$ cat src/rtl/decode_pkg.sv
// Shared field layout for the dual-issue decode interface.
// Used by the pair encoder and by the decoder-side bench.
package decode_pkg;

    localparam int OP_W    = 4;
    localparam int REG_W   = 4;
    localparam int IME_W   = 5;
    localparam int INSTR_W = 32;

    localparam int OP_LSB  = 28;
    localparam int DES_LSB = 24;
    localparam int S1_LSB  = 20;
    localparam int S2_LSB  = 16;
    localparam int IME_LSB = 0;

    localparam logic [INSTR_W-1:0] NOP_WORD = 32'h0000_0000;

    typedef struct packed {
        logic [OP_W-1:0]  op;
        logic [REG_W-1:0] des;
        logic [REG_W-1:0] s1;
        logic [REG_W-1:0] s2;
        logic [IME_W-1:0] ime;
    } instr_fields_t;

    // Bits [15:5] are reserved and always encode as zero.
    function automatic logic [INSTR_W-1:0] encode_instr(input instr_fields_t f);
        logic [INSTR_W-1:0] word;
        word = '0;
        word[OP_LSB  +: OP_W]  = f.op;
        word[DES_LSB +: REG_W] = f.des;
        word[S1_LSB  +: REG_W] = f.s1;
        word[S2_LSB  +: REG_W] = f.s2;
        word[IME_LSB +: IME_W] = f.ime;
        return word;
    endfunction

endpackage

$ cat src/rtl/instr_pair_fifo.sv
// Synchronous FIFO holding instruction pairs; head is shown combinationally
// and reads as zero whenever the FIFO is empty.
module instr_pair_fifo #(
    parameter int DEPTH = 4,
    parameter int WIDTH = 64
) (
    input  logic                     clk,
    input  logic                     rst_n,
    input  logic                     push,
    input  logic                     pop,
    input  logic [WIDTH-1:0]         din,
    output logic [WIDTH-1:0]         dout,
    output logic [$clog2(DEPTH):0]   count,
    output logic                     full,
    output logic                     empty
);

    localparam int PTR_W = $clog2(DEPTH);
    localparam int CNT_W = PTR_W + 1;

    logic [WIDTH-1:0] mem [DEPTH];
    logic [PTR_W-1:0] wr_ptr;
    logic [PTR_W-1:0] rd_ptr;
    logic             do_push;
    logic             do_pop;

    assign full    = (count == CNT_W'(DEPTH));
    assign empty   = (count == '0);
    assign do_push = push && !full;
    assign do_pop  = pop && !empty;
    assign dout    = empty ? '0 : mem[rd_ptr];

    always_ff @(posedge clk) begin
        if (!rst_n) begin
            wr_ptr <= '0;
            rd_ptr <= '0;
            count  <= '0;
        end else begin
            if (do_push) wr_ptr <= wr_ptr + PTR_W'(1);
            if (do_pop)  rd_ptr <= rd_ptr + PTR_W'(1);
            if (do_push && !do_pop)      count <= count + CNT_W'(1);
            else if (do_pop && !do_push) count <= count - CNT_W'(1);
        end
    end

    // Storage needs no reset: stale entries are never visible past the count.
    always_ff @(posedge clk) begin
        if (do_push) mem[wr_ptr] <= din;
    end

endmodule

$ cat src/rtl/instr_pair_encoder.sv
// Packs single instructions into 32-bit words, pairs them (older in slot 1)
// and queues the pairs for the decode stage.
module instr_pair_encoder
    import decode_pkg::*;
#(
    parameter int         DEPTH  = 4,
    parameter logic [3:0] NOP_OP = 4'h0
) (
    input  logic                   clk,
    input  logic                   rst_n,
    input  logic                   in_valid,
    output logic                   in_ready,
    input  logic [3:0]             in_op,
    input  logic [3:0]             in_des,
    input  logic [3:0]             in_s1,
    input  logic [3:0]             in_s2,
    input  logic [4:0]             in_ime,
    input  logic                   flush,
    output logic [31:0]            new_instr1_in,
    output logic [31:0]            new_instr2_in,
    output logic                   pair_valid,
    input  logic                   pair_ready,
    output logic                   half_pending,
    output logic [$clog2(DEPTH):0] count
);

    localparam logic [INSTR_W-1:0] NOP_INSTR = {NOP_OP, {(INSTR_W-OP_W){1'b0}}};

    instr_fields_t        fields;
    logic [INSTR_W-1:0]   encoded;
    logic [INSTR_W-1:0]   staged;
    logic [2*INSTR_W-1:0] push_pair;
    logic [2*INSTR_W-1:0] head_pair;
    logic                 accept;
    logic                 push;
    logic                 pop;
    logic                 full;
    logic                 empty;

    always_comb begin
        fields     = '0;
        fields.op  = in_op;
        fields.des = in_des;
        fields.s1  = in_s1;
        fields.s2  = in_s2;
        fields.ime = in_ime;
        encoded    = encode_instr(fields);
    end

    // Staging a first half never pushes, so it stays legal even when full.
    assign in_ready   = !full || (!half_pending && !flush);
    assign accept     = in_valid && in_ready;
    assign pair_valid = !empty;
    assign pop        = pair_valid && pair_ready;

    always_comb begin
        push      = 1'b0;
        push_pair = {staged, NOP_INSTR};
        if (accept && half_pending) begin
            push      = 1'b1;
            push_pair = {staged, encoded};
        end else if (accept && flush) begin
            push      = 1'b1;
            push_pair = {encoded, NOP_INSTR};
        end else if (!accept && flush && half_pending && !full) begin
            push      = 1'b1;
            push_pair = {staged, NOP_INSTR};
        end
    end

    always_ff @(posedge clk) begin
        if (!rst_n) begin
            staged       <= '0;
            half_pending <= 1'b0;
        end else if (accept && !half_pending && !flush) begin
            staged       <= encoded;
            half_pending <= 1'b1;
        end else if (push && half_pending) begin
            half_pending <= 1'b0;
        end
    end

    instr_pair_fifo #(
        .DEPTH (DEPTH),
        .WIDTH (2*INSTR_W)
    ) u_fifo (
        .clk   (clk),
        .rst_n (rst_n),
        .push  (push),
        .pop   (pop),
        .din   (push_pair),
        .dout  (head_pair),
        .count (count),
        .full  (full),
        .empty (empty)
    );

    assign new_instr1_in = head_pair[2*INSTR_W-1:INSTR_W];
    assign new_instr2_in = head_pair[INSTR_W-1:0];

endmodule

$ cat config.mk
export PLATFORM = sky130hd
export DESIGN_NAME = instr_pair_encoder
export DESIGN_NICKNAME = d
export VERILOG_FILES = /design/src/rtl/decode_pkg.sv /design/src/rtl/instr_pair_fifo.sv /design/src/rtl/instr_pair_encoder.sv
export SDC_FILE = /design/constraint.sdc
export NUM_CORES = 1
export LEC_CHECK = 0
export CAP_MARGIN = 30
export CORE_ASPECT_RATIO = 0.7
export CORE_UTILIZATION = 56
export DETAILED_ROUTE_END_ITERATION = 10
export GPL_ROUTABILITY_DRIVEN = 0
export PLACE_DENSITY = 0.8
export SETUP_SLACK_MARGIN = 0.1
export SLEW_MARGIN = 20
export SYNTH_ARGS = -nofsm -noshare
export SYNTH_HDL_FRONTEND = slang
export SYNTH_SLANG_ARGS = --single-unit
$ cat constraint.sdc
create_clock -name clk -period 3.3 [get_ports clk]
set_input_delay 0.66 -clock clk [delete_from_list [all_inputs] [get_ports clk]]
set_output_delay 0.66 -clock clk [all_outputs]
set_load 0.02 [all_outputs]
==> impl_metrics.env <==
export IMPL_synth_enable_flop_cells=168
export IMPL_first_pass_iters=5
export IMPL_fmax_mhz=326.5
export IMPL_syn_cell_area_sq_um=8174
export IMPL_synthTopCellsByArea="edfxtp_1 62%, mux4_2 12%, dfxtp_1 7.6%"
export IMPL_insertion_delay_ns=0.43
export IMPL_crit_path_max_fanout=21
export IMPL_die_area_sq_um=15090
export IMPL_cp_slowest_stage_delay_ns=0.57
export IMPL_ioPinCount=96
export IMPL_grt_max_degree=44
export IMPL_ys_types=34
export IMPL_critical_path_class="register to output port"
export IMPL_drive_gt1_share_pct=20.14
export IMPL_cts_max_level=4
export IMPL_startpoint_type="register"
export IMPL_die_h_microns=103.1
export IMPL_avgSynthCellArea_sq_um=16.89
export IMPL_period_share_pct=92.80
export IMPL_track_usage_pct=22.72
export IMPL_maxSlewHeadroom_pct=41.17
export IMPL_finClkSkew_ns=0.009519
export IMPL_post_drt_via_cell_ratio=5.687
export IMPL_grt_ovfl_total=0
export IMPL_required_ns=2.64
export IMPL_yosys_top_cells_count="168 x edfxtp_1, 48 x nand2_1, 42 x mux4_2, 31 x dfxtp_1, 26 x buf_4"
export IMPL_hold_path_class="register to register"
export IMPL_drcViolationCount=0
export IMPL_grt_pass1_vias=4277
export IMPL_power_density_nw_per_um2=755.6
export IMPL_cts_tree="yes"
export IMPL_status="finished clean"
export IMPL_ys_seq_elements=199
export IMPL_syn_inst=484
export IMPL_setup_viol=0
export IMPL_place_area_sq_um=9102
export IMPL_synth_top_cell_area_share_pct=61.72
export IMPL_yosys_area_top_type="edfxtp_1"
export IMPL_die_w_microns=146.4
export IMPL_slew_viol_final=0
export IMPL_drt_initial_drc_count=353
export IMPL_clock_sinks=199
export IMPL_cap_violations=0
export IMPL_tns_ns=0
export IMPL_hpwl_microns=9698
export IMPL_end_kind="output port"
export IMPL_worst_pin_slew_ns=0.8793
export IMPL_hold_viol=0
export IMPL_grt_pass1_wl_microns=24570
export IMPL_rsz0062_at_grt="false"
export IMPL_peakVddDrop_mv=0.3966
export IMPL_clkSlewWorstSetupHoldPaths_ns=0.07
export IMPL_grt_antenna_before_repair=0
export IMPL_synthArstFlopShare_pct=0
export IMPL_cts_buffers=17
export IMPL_crit_arrival_ns=2.40
export IMPL_vias=4356
export IMPL_routed_wl_microns=16440
export IMPL_cts_max_path_buffers=2
export IMPL_crit_chain="buf_16 -> mux4_2 -> and2b_1 -> clkdlybuf4s50_1"
export IMPL_synth_flop_cell="edfxtp_1"
export IMPL_synth_seq_area_share_pct=69.31
export IMPL_routedWlPerCell_microns=21.46
export IMPL_portBuffers=73
export IMPL_fin_crit_ns=3.062
export IMPL_yosysWarningCount=0
export IMPL_final_nets=595
export IMPL_core_sq_um=14100
export IMPL_ant_nets=0
export IMPL_row_count=36
export IMPL_crit_slowest_cell="mux4_2"
export IMPL_start_util_pct=57.98
export IMPL_holdBufCountCts=0
export IMPL_synthToLayoutAreaGrowth_pct=18.60
export IMPL_antenna_cells=0
export IMPL_fin_area_sq_um=9694
export IMPL_synth_most_common_cell="edfxtp_1"
export IMPL_leakagePower_nw=3.310
export IMPL_cts_root_buffer="clkbuf_16"
-- critical path, delay by kind of cell, from the launching register on --
| kind | cells | cell delay (ns) |
|---|---|---|
| buf+inv | 2 | 0.76 |
| flops | 1 | 0.43 |
| mux | 1 | 0.57 |
| simple gates | 1 | 0.19 |
-- placed cells by master, fill, tap and decap left out, drive strengths merged, types with 2 or more instances in the layout --
cell	count
edfxtp	168
clkdlybuf4s50	73
nand2	48
mux4	42
dfxtp	31
and2	25
nor2b	24
a21oi	23
clkbuf	23
conb	22
mux2	21
and2b	18
buf	11
inv	11
nor2	5
ha	5
xor2	4
o21ai	3
mux2i	3
clkinvlp	3
nor3b	2
or3b	2
-- final timing paths --
check / startpoint / endpoint / slack (ns) / cells past startpoint
min reg2reg: staged[31] / staged[31] / 0.45 / 2
max reg2reg: u_fifo.count[0] / u_fifo.mem[1][63] / 0.98 / 3
min: staged[31] / staged[31] / 0.45 / 2
max: register / new_instr1_in[1] / 0.24 / 4
-- state kept, by name, summed over array words and instances, names as in the netlist, named ones only --
| register | count |
|---|---|
| half_pending | 1 |
| staged | 21 |
| u_fifo.count | 3 |
| u_fifo.mem | 168 |
| u_fifo.rd_ptr | 2 |
| u_fifo.wr_ptr | 2 |
-- metal layers --
metal	vias to the layer above	wire length, microns	GRT usage, %
li1	1930	-	-
met1	2226	7576	31.60
met2	186	7598	35.38
met3	14	1081	6.018
met4	0	178	7.692
met5	-	0	0
-- area by class of cell --
class,instances,area (sq um)
clock inverters,10,83.83
clock buffers,22,475.5
repair buffers,85,920.9
fillers,890,4404
multi-input cells,255,2290
flip-flops and latches,199,5668
well taps,190,237.7
inverters,5,18.77
-- repair_timing --
| item | CTS | global route |
|---|---|---|
| gates resized for setup | 0 | 1 |
| setup endpoints to repair | 0 | 3 |
| setup buffers | 0 | 0 |
-- stage by stage --
stage / std cells / utilization, % / setup WS [ns] / hold slack, ns / power, mW
floorplan: 505 / - / 0.7769 / 0.4329 / 4.540
global placement: 733 / 64.56 / 0.4835 / 0.4380 / 5.368
detailed placement: 733 / 64.56 / 0.3984 / 0.4460 / 5.394
CTS: 765 / 68.53 / 0.1730 / 0.4556 / 7.314
global route: 766 / 68.76 / 0.1558 / 0.4788 / 7.616
finish: 766 / 68.76 / 0.2376 / 0.4533 / 7.325
-- report_power, final --
group          internal (mW)  switching, mW
Clock                   1.05          0.896
Sequential              2.96         0.0976
Combinational           1.16           1.16
Total                   5.17           2.16
-- logic make-up (layout without fill, tap and decap cells) --
group	Yosys count	count (layout)	synth area share, %
AOI/OAI and AO/OA	29	29	1.913
and+or+nand+nor	128	128	8.633
xor gates and xnor gates	4	4	0.4285
adders and majority gates	6	6	1.010
DFF	199	199	69.31
other	1	22	0.04588
buffers and inverters	51	122	3.827
muxes	66	66	14.83
Note: power is estimated with default switching activity, not from simulation.
